**src/rtl/yzh_komut_denetleyici.sv**
```systemverilog
// Command controller between decode and the convolution accelerator: decodes custom-0 conv.* instructions.
// Optional run timeout is enabled by defining YZH_ZAMAN_ASIMI_EN.
module yzh_komut_denetleyici #(
   parameter int ZAMAN_ASIMI = 64
) (
   input  logic        clk_i,
   input  logic        rst_i,
   input  logic        durdur_i,
   input  logic        komut_gecerli_i,
   input  logic [31:0] komut_i,
   input  logic [31:0] rs1_veri_i,
   input  logic [31:0] rs2_veri_i,
   input  logic [31:0] conv_sonuc_i,
   input  logic        conv_hazir_i,
   output logic        blok_aktif_o,
   output logic        filtre_rs1_en_o,
   output logic        filtre_rs2_en_o,
   output logic        filtre_sil_o,
   output logic        veri_rs1_en_o,
   output logic        veri_rs2_en_o,
   output logic        veri_sil_o,
   output logic        conv_yap_en_o,
   output logic [31:0] rs1_veri_o,
   output logic [31:0] rs2_veri_o,
   output logic        durdur_o,
   output logic        stall_o,
   output logic        yaz_gecerli_o,
   output logic [4:0]  yaz_adres_o,
   output logic [31:0] yaz_veri_o,
   output logic        gecersiz_komut_o
);

   typedef enum logic [1:0] {
      BOSTA    = 2'd0,
      CALISTIR = 2'd1,
      SONUC    = 2'd2
   } durum_e;

   localparam logic [6:0] CUSTOM0 = 7'b0001011;
   localparam logic [2:0] F_LDW   = 3'b000;
   localparam logic [2:0] F_CLRW  = 3'b001;
   localparam logic [2:0] F_LDX   = 3'b010;
   localparam logic [2:0] F_CLRX  = 3'b011;
   localparam logic [2:0] F_RUN   = 3'b100;

   durum_e      durum_r, durum_s;
   logic [4:0]  rd_r, rd_s;
   logic        kabul_s;
   logic        yuk_sil_s;
   logic [2:0]  funct3_s;
   logic        iki_kelime_s;

   logic        blok_aktif_r, blok_aktif_s;
   logic        filtre_rs1_en_r, filtre_rs1_en_s;
   logic        filtre_rs2_en_r, filtre_rs2_en_s;
   logic        filtre_sil_r, filtre_sil_s;
   logic        veri_rs1_en_r, veri_rs1_en_s;
   logic        veri_rs2_en_r, veri_rs2_en_s;
   logic        veri_sil_r, veri_sil_s;
   logic        conv_yap_en_r, conv_yap_en_s;
   logic [31:0] rs1_veri_r, rs1_veri_s;
   logic [31:0] rs2_veri_r, rs2_veri_s;
   logic        stall_r, stall_s;
   logic        yaz_gecerli_r, yaz_gecerli_s;
   logic [4:0]  yaz_adres_r, yaz_adres_s;
   logic [31:0] yaz_veri_r, yaz_veri_s;
   logic        gecersiz_r, gecersiz_s;
   logic        unused_komut_s;

`ifdef YZH_ZAMAN_ASIMI_EN
   localparam int SAYAC_W = $clog2(ZAMAN_ASIMI + 1);
   localparam logic [SAYAC_W-1:0] SAYAC_SON = SAYAC_W'(ZAMAN_ASIMI - 1);
   localparam logic [SAYAC_W-1:0] SAYAC_BIR = SAYAC_W'(1);
   logic [SAYAC_W-1:0] sayac_r, sayac_s;
`else
   logic [31:0] unused_zaman_s;
   assign unused_zaman_s = 32'(ZAMAN_ASIMI);
`endif

   assign funct3_s       = komut_i[14:12];
   assign iki_kelime_s   = komut_i[25];
   assign kabul_s        = (durum_r == BOSTA) && komut_gecerli_i &&
                           (komut_i[6:0] == CUSTOM0) && !durdur_i;
   assign unused_komut_s = ^{komut_i[31:26], komut_i[24:15]};

   // Next state and next registered-output values
   always_comb begin
      durum_s         = durum_r;
      rd_s            = rd_r;
      yuk_sil_s       = 1'b0;
      filtre_rs1_en_s = 1'b0;
      filtre_rs2_en_s = 1'b0;
      filtre_sil_s    = 1'b0;
      veri_rs1_en_s   = 1'b0;
      veri_rs2_en_s   = 1'b0;
      veri_sil_s      = 1'b0;
      gecersiz_s      = 1'b0;
      yaz_veri_s      = 32'h0000_0000;
`ifdef YZH_ZAMAN_ASIMI_EN
      sayac_s         = sayac_r;
`endif
      case (durum_r)
         BOSTA: begin
            if (kabul_s) begin
               case (funct3_s)
                  F_LDW: begin
                     filtre_rs1_en_s = 1'b1;
                     filtre_rs2_en_s = iki_kelime_s;
                     yuk_sil_s       = 1'b1;
                  end
                  F_CLRW: begin
                     filtre_sil_s = 1'b1;
                     yuk_sil_s    = 1'b1;
                  end
                  F_LDX: begin
                     veri_rs1_en_s = 1'b1;
                     veri_rs2_en_s = iki_kelime_s;
                     yuk_sil_s     = 1'b1;
                  end
                  F_CLRX: begin
                     veri_sil_s = 1'b1;
                     yuk_sil_s  = 1'b1;
                  end
                  F_RUN: begin
                     durum_s = CALISTIR;
                     rd_s    = komut_i[11:7];
`ifdef YZH_ZAMAN_ASIMI_EN
                     sayac_s = {SAYAC_W{1'b0}};
`endif
                  end
                  default: gecersiz_s = 1'b1;
               endcase
            end else begin
               durum_s = BOSTA;
            end
         end
         CALISTIR: begin
            // a ready result wins even while frozen; only the timeout counter honours durdur_i
            if (conv_hazir_i) begin
               durum_s    = SONUC;
               yaz_veri_s = conv_sonuc_i;
            end
`ifdef YZH_ZAMAN_ASIMI_EN
            else if (durdur_i) begin
               durum_s = CALISTIR;
            end else if (sayac_r == SAYAC_SON) begin
               durum_s    = SONUC;
               yaz_veri_s = 32'hFFFF_FFFF;
            end else begin
               sayac_s = sayac_r + SAYAC_BIR;
            end
`else
            else begin
               durum_s = CALISTIR;
            end
`endif
         end
         SONUC: begin
            if (durdur_i) begin
               durum_s    = SONUC;
               yaz_veri_s = yaz_veri_r;
            end else begin
               durum_s = BOSTA;
            end
         end
         default: durum_s = BOSTA;
      endcase

      if (yuk_sil_s) begin
         rs1_veri_s = rs1_veri_i;
         rs2_veri_s = rs2_veri_i;
      end else begin
         rs1_veri_s = 32'h0000_0000;
         rs2_veri_s = 32'h0000_0000;
      end
      conv_yap_en_s = (durum_s == CALISTIR);
      stall_s       = (durum_s == CALISTIR);
      blok_aktif_s  = yuk_sil_s || (durum_s == CALISTIR);
      yaz_gecerli_s = (durum_s == SONUC);
      yaz_adres_s   = (durum_s == SONUC) ? rd_s : 5'd0;
   end

   // State and output registers
   always_ff @(posedge clk_i) begin
      if (rst_i) begin
         durum_r         <= BOSTA;
         rd_r            <= 5'd0;
         blok_aktif_r    <= 1'b0;
         filtre_rs1_en_r <= 1'b0;
         filtre_rs2_en_r <= 1'b0;
         filtre_sil_r    <= 1'b0;
         veri_rs1_en_r   <= 1'b0;
         veri_rs2_en_r   <= 1'b0;
         veri_sil_r      <= 1'b0;
         conv_yap_en_r   <= 1'b0;
         rs1_veri_r      <= 32'h0000_0000;
         rs2_veri_r      <= 32'h0000_0000;
         stall_r         <= 1'b0;
         yaz_gecerli_r   <= 1'b0;
         yaz_adres_r     <= 5'd0;
         yaz_veri_r      <= 32'h0000_0000;
         gecersiz_r      <= 1'b0;
`ifdef YZH_ZAMAN_ASIMI_EN
         sayac_r         <= {SAYAC_W{1'b0}};
`endif
      end else begin
         durum_r         <= durum_s;
         rd_r            <= rd_s;
         blok_aktif_r    <= blok_aktif_s;
         filtre_rs1_en_r <= filtre_rs1_en_s;
         filtre_rs2_en_r <= filtre_rs2_en_s;
         filtre_sil_r    <= filtre_sil_s;
         veri_rs1_en_r   <= veri_rs1_en_s;
         veri_rs2_en_r   <= veri_rs2_en_s;
         veri_sil_r      <= veri_sil_s;
         conv_yap_en_r   <= conv_yap_en_s;
         rs1_veri_r      <= rs1_veri_s;
         rs2_veri_r      <= rs2_veri_s;
         stall_r         <= stall_s;
         yaz_gecerli_r   <= yaz_gecerli_s;
         yaz_adres_r     <= yaz_adres_s;
         yaz_veri_r      <= yaz_veri_s;
         gecersiz_r      <= gecersiz_s;
`ifdef YZH_ZAMAN_ASIMI_EN
         sayac_r         <= sayac_s;
`endif
      end
   end

   assign blok_aktif_o     = blok_aktif_r;
   assign filtre_rs1_en_o  = filtre_rs1_en_r;
   assign filtre_rs2_en_o  = filtre_rs2_en_r;
   assign filtre_sil_o     = filtre_sil_r;
   assign veri_rs1_en_o    = veri_rs1_en_r;
   assign veri_rs2_en_o    = veri_rs2_en_r;
   assign veri_sil_o       = veri_sil_r;
   assign conv_yap_en_o    = conv_yap_en_r;
   assign rs1_veri_o       = rs1_veri_r;
   assign rs2_veri_o       = rs2_veri_r;
   assign durdur_o         = durdur_i;
   assign stall_o          = stall_r;
   assign yaz_gecerli_o    = yaz_gecerli_r;
   assign yaz_adres_o      = yaz_adres_r;
   assign yaz_veri_o       = yaz_veri_r;
   assign gecersiz_komut_o = gecersiz_r;

endmodule

```
**config.mk**
```make
export PLATFORM = sky130hd
export DESIGN_NAME = yzh_komut_denetleyici
export DESIGN_NICKNAME = d
export VERILOG_FILES = /design/src/rtl/yzh_komut_denetleyici.sv
export SDC_FILE = /design/constraint.sdc
export NUM_CORES = 1
export LEC_CHECK = 0
export CAP_MARGIN = 0
export CORE_ASPECT_RATIO = 1.5
export CORE_MARGIN = 3
export CORE_UTILIZATION = 35
export CTS_CLUSTER_DIAMETER = 150
export DETAILED_ROUTE_END_ITERATION = 10
export PLACE_DENSITY = 0.8
export SYNTH_ARGS = -nofsm -noshare
export SYNTH_HDL_FRONTEND = slang
export SYNTH_SLANG_ARGS = --single-unit
```
**constraint.sdc**
```tcl
create_clock -name clk_i -period 2.6 [get_ports clk_i]
set_input_delay 0.26 -clock clk_i [delete_from_list [all_inputs] [get_ports clk_i]]
set_output_delay 0.26 -clock clk_i [all_outputs]
set_load 0.05 [all_outputs]
```
==> reports/metrics.cfg <==
[clocking]
post_cts_buffers = 0
path_clk_slew_ns = 0.05
post_cts_resized = 0
htreeDepth = 4
cts.sinks = 118
clock_latency_ns = 0.40
clockBufferDepth = 2
hold_buffers = 0
tritoncts = yes
clock-root-buffer = clkbuf_16
cts_buffers = 17

[global_routing]
antenna_found_initial = 0
grt_pass1_vias = 3267
gr-total-overflow = 0
grt_usage = 0.187
grt_max_degree = 51
grt_pass1_wl_um = 16000

[power_and_ir_drop]
powerDensity_mw_per_mm2 = 675
ir_worst_vdd_v = 0.000493
leakage_nw = 2.55

[logic_synthesis]
synthDistinctLibCells = 26
synth.area.mux_share = 0.0140
syn_inst = 313
synthMostInstantiatedCell = dfxtp_1
synthXorXnorAreaFrac = 0
synth.avg_cell_area_um2 = 11.4
async_flop_share = 0
synth_common_cells = 118 x dfxtp_1, 64 x and2_1, 42 x nor2_1
synth_seq_area_share = 0.663
synth_top_family_by_area = simple AND/OR/NAND/NOR gates
synth_top_flop_cell = dfxtp_1
synth_top_area_share = 0.663
ys_ff_latch = 118
synth_compound_area_frac = 0.0724
yosys.area_share.simple = 0.216
synth-edff-count = 0
ys_warn_count = 0
synth_fa_ha_area_frac = 0
synth.area.top_cells = dfxtp_1 66%, and2_1 11%, a22oi_1 6.7%
synth_top_area_cell = dfxtp_1
synth_nets = 446
syn_area_mm2 = 0.00356

[timing]
slew_violations = 0
period_share = 0.781
hold_violations = 0
finalSetupViolations = 0
fin_skew_ns = 0.00617
relSlewSlack = 0.617
totalNegativeSetupSlack_ns = 0
fin_crit_ns = 2.03
clock.fmax_mhz = 492
worstMarginPinSlew_ns = 0.572
rsz0062_at_grt = false

[cells_and_area]
fin_nets = 678
final_util = 0.670
areaGrowthSynthToFinish_pct = 84.4
n_antenna_cell = 0
drive_above_1_share = 0.0753

[setup_path]
crit_type = primary input to flop
worstPathRequired_ns = 2.86
end_kind = flop
cp.arrival_ns = 2.29
crit_fanout = 5
worst_setup_path_start_kind = primary input

[flow_run]
maxCapViolCount = 0

[die]
initial_utilization = 0.364
die_height_um = 130
core_area_mm2 = 0.00980
ioPinCount = 246
die_w_um = 88.4
die_area_mm2 = 0.0114
num_rows = 44

[drt]
viasPerCell = 4.62
wl_um = 10400
vias = 3109
drt_iter0_drc = 76
wl_per_cell_um = 15.5
drc = 0
drtPass1Iterations = 4
detail-route-antenna-nets = 0

[status]
status = completed

[hold_path]
worstHoldPathType = primary input to flop

[placement]
dp_hpwl_um = 7650
numPortBuffers = 229
gp_congestion = 0.741

==> per-layer routing <==
layer,wire length [µm],track usage,vias up
met1,3520,0.170,1428
met4,143,0.0623,0
li1,-,-,1502
met5,0,0,-
met2,5610,0.342,166
met3,1150,0.104,13
==> report_power, final <==
group          total [W]  switching, W  internal [W]
registers        0.00181   0.000000110       0.00181
clock network    0.00241      0.000753       0.00166
logic           0.000210     0.0000482      0.000162
==> cells in the final DEF, fill, tap and decap left out, types with 3 or more instances in the layout <==
cell type | Yosys | final
nor3_1 | 6 | 6
dfxtp_1 | 118 | 118
clkbuf_16 | 0 | 17
and2_1 | 64 | 64
a22oi_1 | 32 | 32
buf_4 | 8 | 6
nor2_1 | 42 | 42
mux2i_1 | 5 | 5
clkbuf_8 | 0 | 6
and3b_1 | 3 | 3
bufinv_16 | 0 | 3
clkdlybuf4s50_1 | 0 | 229
==> worst paths after layout <==
| path | from | endpoint | slack, ns | cells after the start |
|---|---|---|---|---|
| min reg2reg | yaz_veri_o[24]$_SDFFE_PP0P_ | yaz_veri_o[24]$_SDFFE_PP0P_ | 0.49 | 2 |
| max | komut_i[2] | yaz_adres_o[2]$_SDFF_PP0_ | 0.57 | 5 |
| min | rs1_veri_i[26] | rs1_veri_o[26]$_SDFF_PP0_ | 0.42 | 2 |
| max reg2reg | durum_r[1]$_SDFF_PP0_ | yaz_adres_o[2]$_SDFF_PP0_ | 0.62 | 4 |
==> cells by family (layout without fill, tap and decap cells) <==
group / Yosys count / after routing
muxes: 5 / 5
and+or+nand+nor: 133 / 133
buffers and inverters: 23 / 268
AOI/OAI and AO/OA: 34 / 34
DFF: 118 / 118
==> state kept, by name, indices dropped and copies added (netlist names), 2 cells and up <==
| signal | flops |
|---|---|
| rs2_veri_o | 32 |
| yaz_adres_o | 5 |
| rs1_veri_o | 32 |
| durum_r | 2 |
| yaz_veri_o | 32 |
| rd_r | 5 |
==> final cells by class <==
| type | instances | area [µm²] |
|---|---|---|
| clock buffers | 25 | 515 |
| clock inverters | 7 | 115 |
| fillers | 750 | 3230 |
| multi-input cells | 172 | 1080 |
| flip-flops and latches | 118 | 2360 |
| well taps | 115 | 144 |
| repair buffers | 236 | 2360 |
==> through the flow <==
stage,instances,hold slack (ns),setup slack [ns],total power (W),instance area (µm²)
6_report,673,0.419,0.568,0.00443,6570
3_5_place_dp,641,0.482,0.175,0.00206,5940
2_1_floorplan,313,0.336,0.715,0.00187,3560
3_3_place_gp,641,0.478,0.197,0.00205,5940
4_1_cts,673,0.400,0.589,0.00449,6570
5_1_grt,673,0.407,0.486,0.00458,6570
==> critical path: stages <==
cell             delay [ns]
clkdlybuf4s50_1        0.39
or4b_1                 0.59
or4_1                  0.72
mux2i_1                0.26
nor3_1                 0.07
Note: power is estimated with default switching activity, not from simulation.
